## config.mk

```make
export PLATFORM = sky130hd
export DESIGN_NAME = fu_scalar_ls_queue_flat
export DESIGN_NICKNAME = d
export VERILOG_FILES = /design/src/rtl/fu_scalar_ls_queue_if.sv /design/src/rtl/fu_scalar_ls_queue.sv /design/src/flat_wrapper.sv
export SDC_FILE = /design/constraint.sdc
export NUM_CORES = 1
export LEC_CHECK = 0
export ABC_AREA = 0
export CORE_ASPECT_RATIO = 0.75
export CORE_UTILIZATION = 35
export DETAILED_ROUTE_END_ITERATION = 10
export DONT_BUFFER_PORTS = 1
export GPL_ROUTABILITY_DRIVEN = 0
export REMOVE_ABC_BUFFERS = 1
export SLEW_MARGIN = 20
export SYNTH_ARGS = -nofsm -noshare
export SYNTH_HDL_FRONTEND = slang
export SYNTH_SLANG_ARGS = --single-unit
```

## constraint.sdc

```tcl
create_clock -name CLK -period 4.4 [get_ports CLK]
set_input_delay 0.88 -clock CLK [delete_from_list [all_inputs] [get_ports CLK]]
set_output_delay 0.88 -clock CLK [all_outputs]
set_load 0.01 [all_outputs]
```

## src/rtl/fu_scalar_ls_queue_if.sv

```systemverilog
// Handshake bundle for the scalar load/store unit: dispatch requests,
// dcache transaction and writeback response.
interface fu_scalar_ls_queue_if #(
    parameter int unsigned WORD_W = 32,
    parameter int unsigned DEPTH  = 4,
    parameter int unsigned TAG_W  = 5
);
    localparam int unsigned CNT_W = $clog2(DEPTH) + 1;
    localparam int unsigned BE_W  = WORD_W / 8;

    logic              req_valid;
    logic              req_ready;
    logic              req_store;
    logic [1:0]        req_size;
    logic              req_unsigned;
    logic [WORD_W-1:0] req_rs1;
    logic [WORD_W-1:0] req_imm;
    logic [WORD_W-1:0] req_rs2;
    logic [TAG_W-1:0]  req_tag;
    logic              flush;

    logic [WORD_W-1:0] dmemaddr;
    logic              dmemREN;
    logic              dmemWEN;
    logic [WORD_W-1:0] dmemstore;
    logic [BE_W-1:0]   dmem_be;
    logic [WORD_W-1:0] dmem_in;
    logic              dhit_in;

    logic              resp_valid;
    logic              resp_ready;
    logic [WORD_W-1:0] resp_data;
    logic [TAG_W-1:0]  resp_tag;
    logic              resp_wen;
    logic              resp_fault;
    logic [CNT_W-1:0]  count;

    // Environment side: dispatch, dcache and writeback
    modport master (
        output req_valid, req_store, req_size, req_unsigned, req_rs1, req_imm,
               req_rs2, req_tag, flush, dmem_in, dhit_in, resp_ready,
        input  req_ready, dmemaddr, dmemREN, dmemWEN, dmemstore, dmem_be,
               resp_valid, resp_data, resp_tag, resp_wen, resp_fault, count
    );

    // Load/store unit side
    modport slave (
        input  req_valid, req_store, req_size, req_unsigned, req_rs1, req_imm,
               req_rs2, req_tag, flush, dmem_in, dhit_in, resp_ready,
        output req_ready, dmemaddr, dmemREN, dmemWEN, dmemstore, dmem_be,
               resp_valid, resp_data, resp_tag, resp_wen, resp_fault, count
    );
endinterface

```

## src/rtl/fu_scalar_ls_queue.sv

```systemverilog
// Scalar load/store unit: in-order request queue feeding a single
// outstanding dcache transaction, with tagged responses to writeback.
module fu_scalar_ls_queue #(
    parameter int unsigned WORD_W = 32,
    parameter int unsigned DEPTH  = 4,
    parameter int unsigned TAG_W  = 5
) (
    input logic            CLK,
    input logic            rst,
    fu_scalar_ls_queue_if.slave bus
);
    localparam int unsigned PTR_W = $clog2(DEPTH);
    localparam int unsigned CNT_W = PTR_W + 1;
    localparam int unsigned BE_W  = WORD_W / 8;

    typedef enum logic [1:0] {S_IDLE, S_ACCESS, S_RESP} state_t;

    typedef struct packed {
        logic [WORD_W-1:0] addr;
        logic [1:0]        size;
        logic              uns;
        logic              store;
        logic [WORD_W-1:0] rs2;
        logic [TAG_W-1:0]  tag;
        logic              fault;
    } entry_t;

    entry_t            q [DEPTH];
    entry_t            head_e;
    entry_t            new_e;
    logic [PTR_W-1:0]  head, tail, head_n, tail_n;
    logic [CNT_W-1:0]  cnt, cnt_n;
    state_t            state, state_n;
    logic              drain, drain_n;
    logic              push, pop, hit;

    logic [1:0]        off;
    logic [4:0]        sh;
    logic [BE_W-1:0]   lane_be;
    logic [WORD_W-1:0] lane_sdata;
    logic [WORD_W-1:0] lane;
    logic [WORD_W-1:0] load_ext;

    logic              ren_d, wen_d, rv_d, rwen_d, rfault_d, ready_d;
    logic [WORD_W-1:0] addr_d, sdata_d, rdata_d;
    logic [BE_W-1:0]   be_d;
    logic [TAG_W-1:0]  rtag_d;

    assign head_e = q[head];
    assign push   = bus.req_valid && bus.req_ready && !bus.flush;
    assign hit    = (state == S_ACCESS) && bus.dhit_in;
    assign bus.count = cnt;

    // Effective address and misalignment check at enqueue
    always_comb begin
        new_e       = '0;
        new_e.addr  = bus.req_rs1 + bus.req_imm;
        new_e.size  = bus.req_size;
        new_e.uns   = bus.req_unsigned;
        new_e.store = bus.req_store;
        new_e.rs2   = bus.req_rs2;
        new_e.tag   = bus.req_tag;
        new_e.fault = ((bus.req_size == 2'b01) && new_e.addr[0]) ||
                      (bus.req_size[1] && (new_e.addr[1:0] != 2'b00));
    end

    // Byte-lane steering for the head entry
    always_comb begin
        off        = head_e.addr[1:0];
        sh         = {off, 3'b000};
        lane       = bus.dmem_in >> sh;
        lane_be    = '1;
        lane_sdata = head_e.rs2;
        load_ext   = lane;
        unique case (head_e.size)
            2'b00: begin
                lane_be    = BE_W'(1) << off;
                lane_sdata = WORD_W'(head_e.rs2[7:0]) << sh;
                load_ext   = head_e.uns ? WORD_W'(lane[7:0])
                                        : {{(WORD_W-8){lane[7]}}, lane[7:0]};
            end
            2'b01: begin
                lane_be    = BE_W'(3) << off;
                lane_sdata = WORD_W'(head_e.rs2[15:0]) << sh;
                load_ext   = head_e.uns ? WORD_W'(lane[15:0])
                                        : {{(WORD_W-16){lane[15]}}, lane[15:0]};
            end
            default: begin
                lane_be    = '1;
                lane_sdata = head_e.rs2;
                load_ext   = lane;
            end
        endcase
    end

    // Queue pointers; flush keeps only an in-flight head
    always_comb begin
        head_n = head;
        tail_n = tail;
        cnt_n  = cnt;
        pop    = 1'b0;
        if (bus.flush) begin
            if ((state == S_ACCESS) && !bus.dhit_in) begin
                tail_n = head + PTR_W'(1);
                cnt_n  = CNT_W'(1);
            end else begin
                tail_n = head;
                cnt_n  = '0;
            end
        end else begin
            pop = ((state == S_RESP) && bus.resp_ready) || (hit && drain);
            if (push) tail_n = tail + PTR_W'(1);
            if (pop)  head_n = head + PTR_W'(1);
            cnt_n = cnt + CNT_W'(push) - CNT_W'(pop);
        end
    end

    // FSM next state
    always_comb begin
        state_n = state;
        drain_n = drain;
        unique case (state)
            S_IDLE: begin
                if (!bus.flush && (cnt != '0))
                    state_n = head_e.fault ? S_RESP : S_ACCESS;
            end
            S_ACCESS: begin
                if (bus.flush) drain_n = 1'b1;
                if (bus.dhit_in) begin
                    state_n = (drain || bus.flush) ? S_IDLE : S_RESP;
                    drain_n = 1'b0;
                end
            end
            S_RESP: begin
                if (bus.flush || bus.resp_ready) state_n = S_IDLE;
            end
            default: state_n = S_IDLE;
        endcase
    end

    // FSM outputs, computed for the next cycle and registered
    always_comb begin
        ren_d    = 1'b0;
        wen_d    = 1'b0;
        addr_d   = '0;
        sdata_d  = '0;
        be_d     = '0;
        rv_d     = 1'b0;
        rdata_d  = '0;
        rtag_d   = '0;
        rwen_d   = 1'b0;
        rfault_d = 1'b0;
        ready_d  = (cnt_n != CNT_W'(DEPTH));
        if (state_n == S_ACCESS) begin
            ren_d   = !head_e.store;
            wen_d   = head_e.store;
            addr_d  = {head_e.addr[WORD_W-1:2], 2'b00};
            sdata_d = lane_sdata;
            be_d    = lane_be;
        end
        if (state_n == S_RESP) begin
            rv_d = 1'b1;
            if (state == S_RESP) begin
                rdata_d  = bus.resp_data;
                rtag_d   = bus.resp_tag;
                rwen_d   = bus.resp_wen;
                rfault_d = bus.resp_fault;
            end else begin
                rtag_d   = head_e.tag;
                rfault_d = head_e.fault;
                rwen_d   = !head_e.store && !head_e.fault;
                rdata_d  = (!head_e.store && !head_e.fault) ? load_ext : '0;
            end
        end
    end

    always_ff @(posedge CLK) begin
        if (rst) begin
            state          <= S_IDLE;
            drain          <= 1'b0;
            head           <= '0;
            tail           <= '0;
            cnt            <= '0;
            bus.req_ready  <= 1'b1;
            bus.dmemREN    <= 1'b0;
            bus.dmemWEN    <= 1'b0;
            bus.dmemaddr   <= '0;
            bus.dmemstore  <= '0;
            bus.dmem_be    <= '0;
            bus.resp_valid <= 1'b0;
            bus.resp_data  <= '0;
            bus.resp_tag   <= '0;
            bus.resp_wen   <= 1'b0;
            bus.resp_fault <= 1'b0;
        end else begin
            state          <= state_n;
            drain          <= drain_n;
            head           <= head_n;
            tail           <= tail_n;
            cnt            <= cnt_n;
            bus.req_ready  <= ready_d;
            bus.dmemREN    <= ren_d;
            bus.dmemWEN    <= wen_d;
            bus.dmemaddr   <= addr_d;
            bus.dmemstore  <= sdata_d;
            bus.dmem_be    <= be_d;
            bus.resp_valid <= rv_d;
            bus.resp_data  <= rdata_d;
            bus.resp_tag   <= rtag_d;
            bus.resp_wen   <= rwen_d;
            bus.resp_fault <= rfault_d;
        end
    end

    // Queue storage needs no reset; occupancy guards every read
    always_ff @(posedge CLK) begin
        if (!rst && push) q[tail] <= new_e;
    end
endmodule

```

## src/flat_wrapper.sv

```systemverilog
// flat-port wrapper written by rule: the top's interface ports become plain ports
module fu_scalar_ls_queue_flat 
#(
    parameter int unsigned WORD_W = 32,
    parameter int unsigned DEPTH  = 4,
    parameter int unsigned TAG_W  = 5
)
  (CLK, rst, bus_req_valid, bus_req_store, bus_req_size, bus_req_unsigned, bus_req_rs1, bus_req_imm, bus_req_rs2, bus_req_tag, bus_flush, bus_dmem_in, bus_dhit_in, bus_resp_ready, bus_req_ready, bus_dmemaddr, bus_dmemREN, bus_dmemWEN, bus_dmemstore, bus_dmem_be, bus_resp_valid, bus_resp_data, bus_resp_tag, bus_resp_wen, bus_resp_fault, bus_count);
  fu_scalar_ls_queue_if #(.WORD_W(WORD_W), .DEPTH(DEPTH), .TAG_W(TAG_W)) bus_i ();
  input logic CLK;
  input logic rst;
  input wire logic [$bits(bus_i.req_valid)-1:0] bus_req_valid;
  input wire logic [$bits(bus_i.req_store)-1:0] bus_req_store;
  input wire logic [$bits(bus_i.req_size)-1:0] bus_req_size;
  input wire logic [$bits(bus_i.req_unsigned)-1:0] bus_req_unsigned;
  input wire logic [$bits(bus_i.req_rs1)-1:0] bus_req_rs1;
  input wire logic [$bits(bus_i.req_imm)-1:0] bus_req_imm;
  input wire logic [$bits(bus_i.req_rs2)-1:0] bus_req_rs2;
  input wire logic [$bits(bus_i.req_tag)-1:0] bus_req_tag;
  input wire logic [$bits(bus_i.flush)-1:0] bus_flush;
  input wire logic [$bits(bus_i.dmem_in)-1:0] bus_dmem_in;
  input wire logic [$bits(bus_i.dhit_in)-1:0] bus_dhit_in;
  input wire logic [$bits(bus_i.resp_ready)-1:0] bus_resp_ready;
  output wire logic [$bits(bus_i.req_ready)-1:0] bus_req_ready;
  output wire logic [$bits(bus_i.dmemaddr)-1:0] bus_dmemaddr;
  output wire logic [$bits(bus_i.dmemREN)-1:0] bus_dmemREN;
  output wire logic [$bits(bus_i.dmemWEN)-1:0] bus_dmemWEN;
  output wire logic [$bits(bus_i.dmemstore)-1:0] bus_dmemstore;
  output wire logic [$bits(bus_i.dmem_be)-1:0] bus_dmem_be;
  output wire logic [$bits(bus_i.resp_valid)-1:0] bus_resp_valid;
  output wire logic [$bits(bus_i.resp_data)-1:0] bus_resp_data;
  output wire logic [$bits(bus_i.resp_tag)-1:0] bus_resp_tag;
  output wire logic [$bits(bus_i.resp_wen)-1:0] bus_resp_wen;
  output wire logic [$bits(bus_i.resp_fault)-1:0] bus_resp_fault;
  output wire logic [$bits(bus_i.count)-1:0] bus_count;
  assign bus_i.req_valid = bus_req_valid;
  assign bus_i.req_store = bus_req_store;
  assign bus_i.req_size = bus_req_size;
  assign bus_i.req_unsigned = bus_req_unsigned;
  assign bus_i.req_rs1 = bus_req_rs1;
  assign bus_i.req_imm = bus_req_imm;
  assign bus_i.req_rs2 = bus_req_rs2;
  assign bus_i.req_tag = bus_req_tag;
  assign bus_i.flush = bus_flush;
  assign bus_i.dmem_in = bus_dmem_in;
  assign bus_i.dhit_in = bus_dhit_in;
  assign bus_i.resp_ready = bus_resp_ready;
  assign bus_req_ready = bus_i.req_ready;
  assign bus_dmemaddr = bus_i.dmemaddr;
  assign bus_dmemREN = bus_i.dmemREN;
  assign bus_dmemWEN = bus_i.dmemWEN;
  assign bus_dmemstore = bus_i.dmemstore;
  assign bus_dmem_be = bus_i.dmem_be;
  assign bus_resp_valid = bus_i.resp_valid;
  assign bus_resp_data = bus_i.resp_data;
  assign bus_resp_tag = bus_i.resp_tag;
  assign bus_resp_wen = bus_i.resp_wen;
  assign bus_resp_fault = bus_i.resp_fault;
  assign bus_count = bus_i.count;
  fu_scalar_ls_queue #(.WORD_W(WORD_W), .DEPTH(DEPTH), .TAG_W(TAG_W)) u_core (.CLK(CLK), .rst(rst), .bus(bus_i));
endmodule
```

# After elaboration in Yosys (flattened, before gate mapping)
# Memories as Yosys holds them, arrays and structs flattened. A register that Yosys moved wholly into a read port is not among the register bits.
# Index checks and enable logic that the tools add are counted.
dict set report word_totals {
  ff_bits 121
  ramBits 296
  inputBits 143
  output_inout_bits 114
  wordCells 92
  n_memories 1
}
dict set report classes {
  n_addsub 5
  n_eq_ne 7
  shift 5
  n_mux 24
  bitwise_logic 3
  n_reduce_logical 30
}
# name depth word_bits rd rd_clocked_by_memory_dff wr line
set mem_list {}
lappend mem_list {u_core.q 4 74 1 1 1 fu_scalar_ls_queue.sv:28} ;# entry_t q [DEPTH];
# op n
set op_table {}
lappend op_table {{32-bit case mux with 2 select lines} 2}
lappend op_table {{32-bit 2-to-1 mux} 3}
lappend op_table {{32-bit adder} 1}
lappend op_table {{16-bit by 5-bit << shifter with 32-bit output} 1}
lappend op_table {{8-bit by 5-bit << shifter with 32-bit output} 1}
lappend op_table {{32-bit by 5-bit >> shifter with 32-bit output} 1}
lappend op_table {{2-bit 2-to-1 mux} 10}
lappend op_table {{1-bit logical AND} 11}
lappend op_table {{2-bit by 1-bit == test with 1-bit output (second input constant)} 4}
lappend op_table {{4-bit case mux with 2 select lines} 1}
lappend op_table {{1-bit 2-to-1 mux} 6}
lappend op_table {{2-bit case mux with 3 select lines} 1}
lappend op_table {{2-bit nonzero test} 3}
lappend op_table {{1-bit logical NOT} 5}
lappend op_table {{2-bit by 1-bit adder with 2-bit output (second input constant)} 2}
lappend op_table {{2-bit == test (second input constant)} 2}
lappend op_table {{2-bit logical NOT} 2}
lappend op_table {{1-bit logical OR} 4}
lappend op_table {{2-bit AND reduction} 2}
lappend op_table {{2-bit OR reduction} 2}
lappend op_table {{1-bit by 2-bit << shifter with 4-bit output (first input constant)} 1}
lappend op_table {{2-bit by 2-bit << shifter with 4-bit output (first input constant)} 1}
lappend op_table {{3-bit by 1-bit adder with 3-bit output} 1}
lappend op_table {{3-bit 2-to-1 mux} 1}
lappend op_table {{other kinds (4)} 6}

# Longest topological paths before layout
dict set report logic_depth {
  word_depth 7
  depth_mapped 13
  ltp_nobuf 11
}

# Worst setup path before layout
# Ideal clock, no wire load.
dict set report synth_path {
  path_kind {input to register}
  from {input port bus_flush}
  to {memory u_core.q[1][0] (netlist bit) (enable)}
  setup_ps 440
  arrival_ps 3131
  required_time_ps 3960
  slack_ps 829
  path_stages 3
  cell_sequence {buf_1 > nor3_1 > and2_1}
}
dict set report synth_via {
  elab_chain_len 5
}
# element line
set synth_lines {}
lappend synth_lines {{start, declared} flat_wrapper.sv:20} ;# input wire logic [$bits(bus_i.flush)-1:0] bus_flush;
lappend synth_lines {{1-bit logical NOT} fu_scalar_ls_queue.sv:50} ;# assign push = bus.req_valid && bus.req_ready && !bus.flush;
lappend synth_lines {{1-bit logical AND} fu_scalar_ls_queue.sv:50}
lappend synth_lines {{1-bit logical AND} fu_scalar_ls_queue.sv:217} ;# if (!rst && push) q[tail] <= new_e;
lappend synth_lines {{1-bit 2-to-1 mux} fu_scalar_ls_queue.sv:217}
lappend synth_lines {{1-bit 2-to-1 mux (implied by the code)} fu_scalar_ls_queue.sv:217}
lappend synth_lines {{end, declared} fu_scalar_ls_queue.sv:28}
# No other way between the ends.

==> flow_summary.ini <==
[status]
status = complete, no violations

[global_route]
grt_pass1_vias = 10100
grt_pass1_wl_um = 63700
antenna_found_initial = 0
grt_use_total_pct = 16.8
grt_max_degree = 60
top_usage_layer = met2
grt-ovfl-total = 0
grt_util_met1_pct = 23.0
met3_usage_pct = 3.79
use_met2_pct = 26.8

[clocking]
ctsHoldBuffers = 0
post-cts-setup-buffer-count = 0
htreeDepth = 2
clk_path_buf_depth = 3
clock_latency_ps = 570
cts_buffers = 44
ctsResizeCount = 0
clk_pin_slew_ps = 60
cts_tree = yes
cts_root_buffer = clkbuf_16
cts.sink_count = 417

[yosys]
syn_area_um2 = 17200
yosysSeqAreaShare_pct = 65.9
synth_ff_type = edfxtp_1
syn_inst = 1140
yosysUniqueCellTypes = 65
synth_edf_count = 296
synth.avg_cell_area_um2 = 15.1
ys_async_sr_fraction_pct = 0
ys_warn_count = 0
synth-seq-cells = 417

[route]
ant_nets = 0
drtIter0Drc = 752
drt_first_pass_iters = 6
wl_per_cell_um = 23.2
vias = 9797
drcViolationCount = 0
vias_per_cell = 5.39
drt-total-wl_um = 42200

[sta]
rsz0062_at_grt = no
hold_viol = 0
fmax_mhz = 326
slew_headroom_pct = 38.9
fin_skew_ps = 9.36
final-setup-viol-count = 0
fin_crit_sh_pct = 69.6
min_period_ps = 3060
final_max_slew_viol_count = 0
tns_ps = 0
worst_pin_slew_ps = 913

[cells_and_area]
fin_cells = 1819
design_area_um2 = 19300
layout.nets = 1326
final_cell_mix = 296 x edfxtp_1, 119 x dfxtp_1, 75 x mux4_2, 65 x nand2_1, 59 x a21oi_1
fin_util_pct = 40.3
layout-drive-gt1-share_pct = 14.5
fill_cells = 4423
diodes = 0
syn_to_final_growth_pct = 12.4
final_common_cell = edfxtp_1

[pwr]
p_clk_share_pct = 42.7
p_comb_share_pct = 6.1
p_leak_nw = 6.39
intPower_w = 0.00655
power_w = 0.00847
cellPowerDensity_nw_per_um2 = 439
switching_power_w = 0.00192
peakVddDrop_v = 0.000246
seq_power_share_pct = 51.2
p_sw_share_pct = 22.7

[run]
cap_violations = 0

[floorplanning]
die_w_um = 258
die-area_um2 = 49900
start_util_pct = 35.8
pin_count = 257
fp-row-count = 69
core_um2 = 47900
fp.dieH_um = 194

[critical_path]
crit_chain = buf_4 -> mux4_2 -> nor2_1 -> nand3_1 -> or3_1 -> nor2_8 -> a221o_1
cp-start-kind = flip-flop
reg2reg_to = u_core.bus.resp_data[30]
worstRegToRegCells = 7
ff2ff_setup_slack_ps = 1340
cp_max_fo = 29
critPathKind = reg -> reg
endpoint_kind = flip-flop
cp_slowest_stage_delay_ps = 660
slowest_stage = mux4_2
crit_arrival_ps = 3570
critPathBufInv = 1
critPathRequiredTime_ps = 4900
cp_top_family = simple AND/OR/NAND/NOR gates

[hold_path]
hold_path_end = u_core.bus.count[1]
hp-class = in -> reg
hold_depth = 1
worstHoldStart = rst

[place]
port_buffers = 0
dp_hpwl_um = 27800
place_area_um2 = 17900
placed_cells = 1737
how the worst max path moves through the flow:
stage,startpoint,to,slack (ps),cells after the start
floorplan,flip-flop,u_core.bus.dmemstore[7],-2200,5
global placement,bus_req_imm[0],u_core.q[0][70],1060,9
detailed placement,bus_req_imm[0],u_core.q[0][70],980,9
CTS,flip-flop,u_core.bus.resp_data[22],1270,7
global route,flip-flop,u_core.bus.resp_data[24],1050,7
finish,flip-flop,u_core.bus.resp_data[30],1340,7
logic make-up (layout without fill, tap and decap cells):
kind of cell             Yosys count  in the layout  share of synthesized area (%)
buffers and inverters             83            122                           2.10
other                              1              2                         0.0218
AO/OA/AOI/OAI                    224            224                           8.93
XOR/XNOR                          37             37                           1.89
flip-flops                       417            417                           65.9
adder cells (fa/ha/maj)           39             39                           2.93
multiplexers                      94             94                           11.0
AND/OR/NAND/NOR                  245            245                           7.28
synthesized netlist by cell type, types with 5 or more instances:
library cell	count	area, um^2
xor2_1	13	114
dfxtp_1	121	2420
xnor2_1	24	210
ha_1	37	463
edfxtp_1	296	8890
a211oi_1	15	113
nor3_1	9	45.0
a221o_1	8	80.1
nor2_1	58	218
a31oi_1	6	37.5
nand2_1	65	244
nor2b_1	46	288
clkbuf_1	37	139
o211ai_1	15	113
o21ai_0	25	125
buf_2	15	75.1
inv_1	23	86.3
nand3_1	12	60.1
a22o_1	17	149
a21oi_1	59	295
mux4_2	75	1690
nand2b_1	5	31.3
mux2i_1	18	180
and2_1	16	100
nand4_1	7	43.8
a22oi_1	39	293
a21o_1	10	75.1
metal layers:
layer / routed length [um] / vias to the layer above
met3: 2840 / 58
met5: 0 / -
met1: 18800 / 4952
met2: 19700 / 356
li1: - / 4431
met4: 864 / 0
metrics by stage:
step	setup WS (ps)	hold WS (ps)
2_1_floorplan	-2200	476
3_3_place_gp	1060	493
3_5_place_dp	976	492
4_1_cts	1270	339
5_1_grt	1050	342
6_report	1340	386
power groups by stage:
stage	clock [W]	combinational (W)	sequential, W
after detailed placement	0	0.000516	0.00442
after global routing	0.00387	0.000573	0.00434
after floorplan	0	0.000365	0.00442
final	0.00361	0.000518	0.00433
after global placement	0	0.000507	0.00442
after CTS	0.00372	0.000518	0.00434
state kept, by name, indices dropped and copies added, names as in the netlist, named ones only:
register	flops
u_core.bus.count	3
u_core.bus.dmemREN	1
u_core.bus.dmemWEN	1
u_core.bus.dmem_be	4
u_core.bus.dmemaddr	30
u_core.bus.dmemstore	32
u_core.bus.req_ready	1
u_core.bus.resp_data	32
u_core.bus.resp_fault	1
u_core.bus.resp_tag	5
u_core.bus.resp_valid	1
u_core.bus.resp_wen	1
u_core.drain	1
u_core.head	2
u_core.q	296
u_core.state	2
u_core.tail	2
cell type report:
cell class	count	area (um^2)	share of cell area, %
multi-input cells	641	5530	28.6
clock inverters	19	141	0.733
clock buffers	63	1240	6.45
repair buffers	17	178	0.921
flip-flops and latches	417	11300	58.7
well taps	639	800	4.14
inverters	23	86.3	0.447
Note: power is estimated with default switching activity, not from simulation.
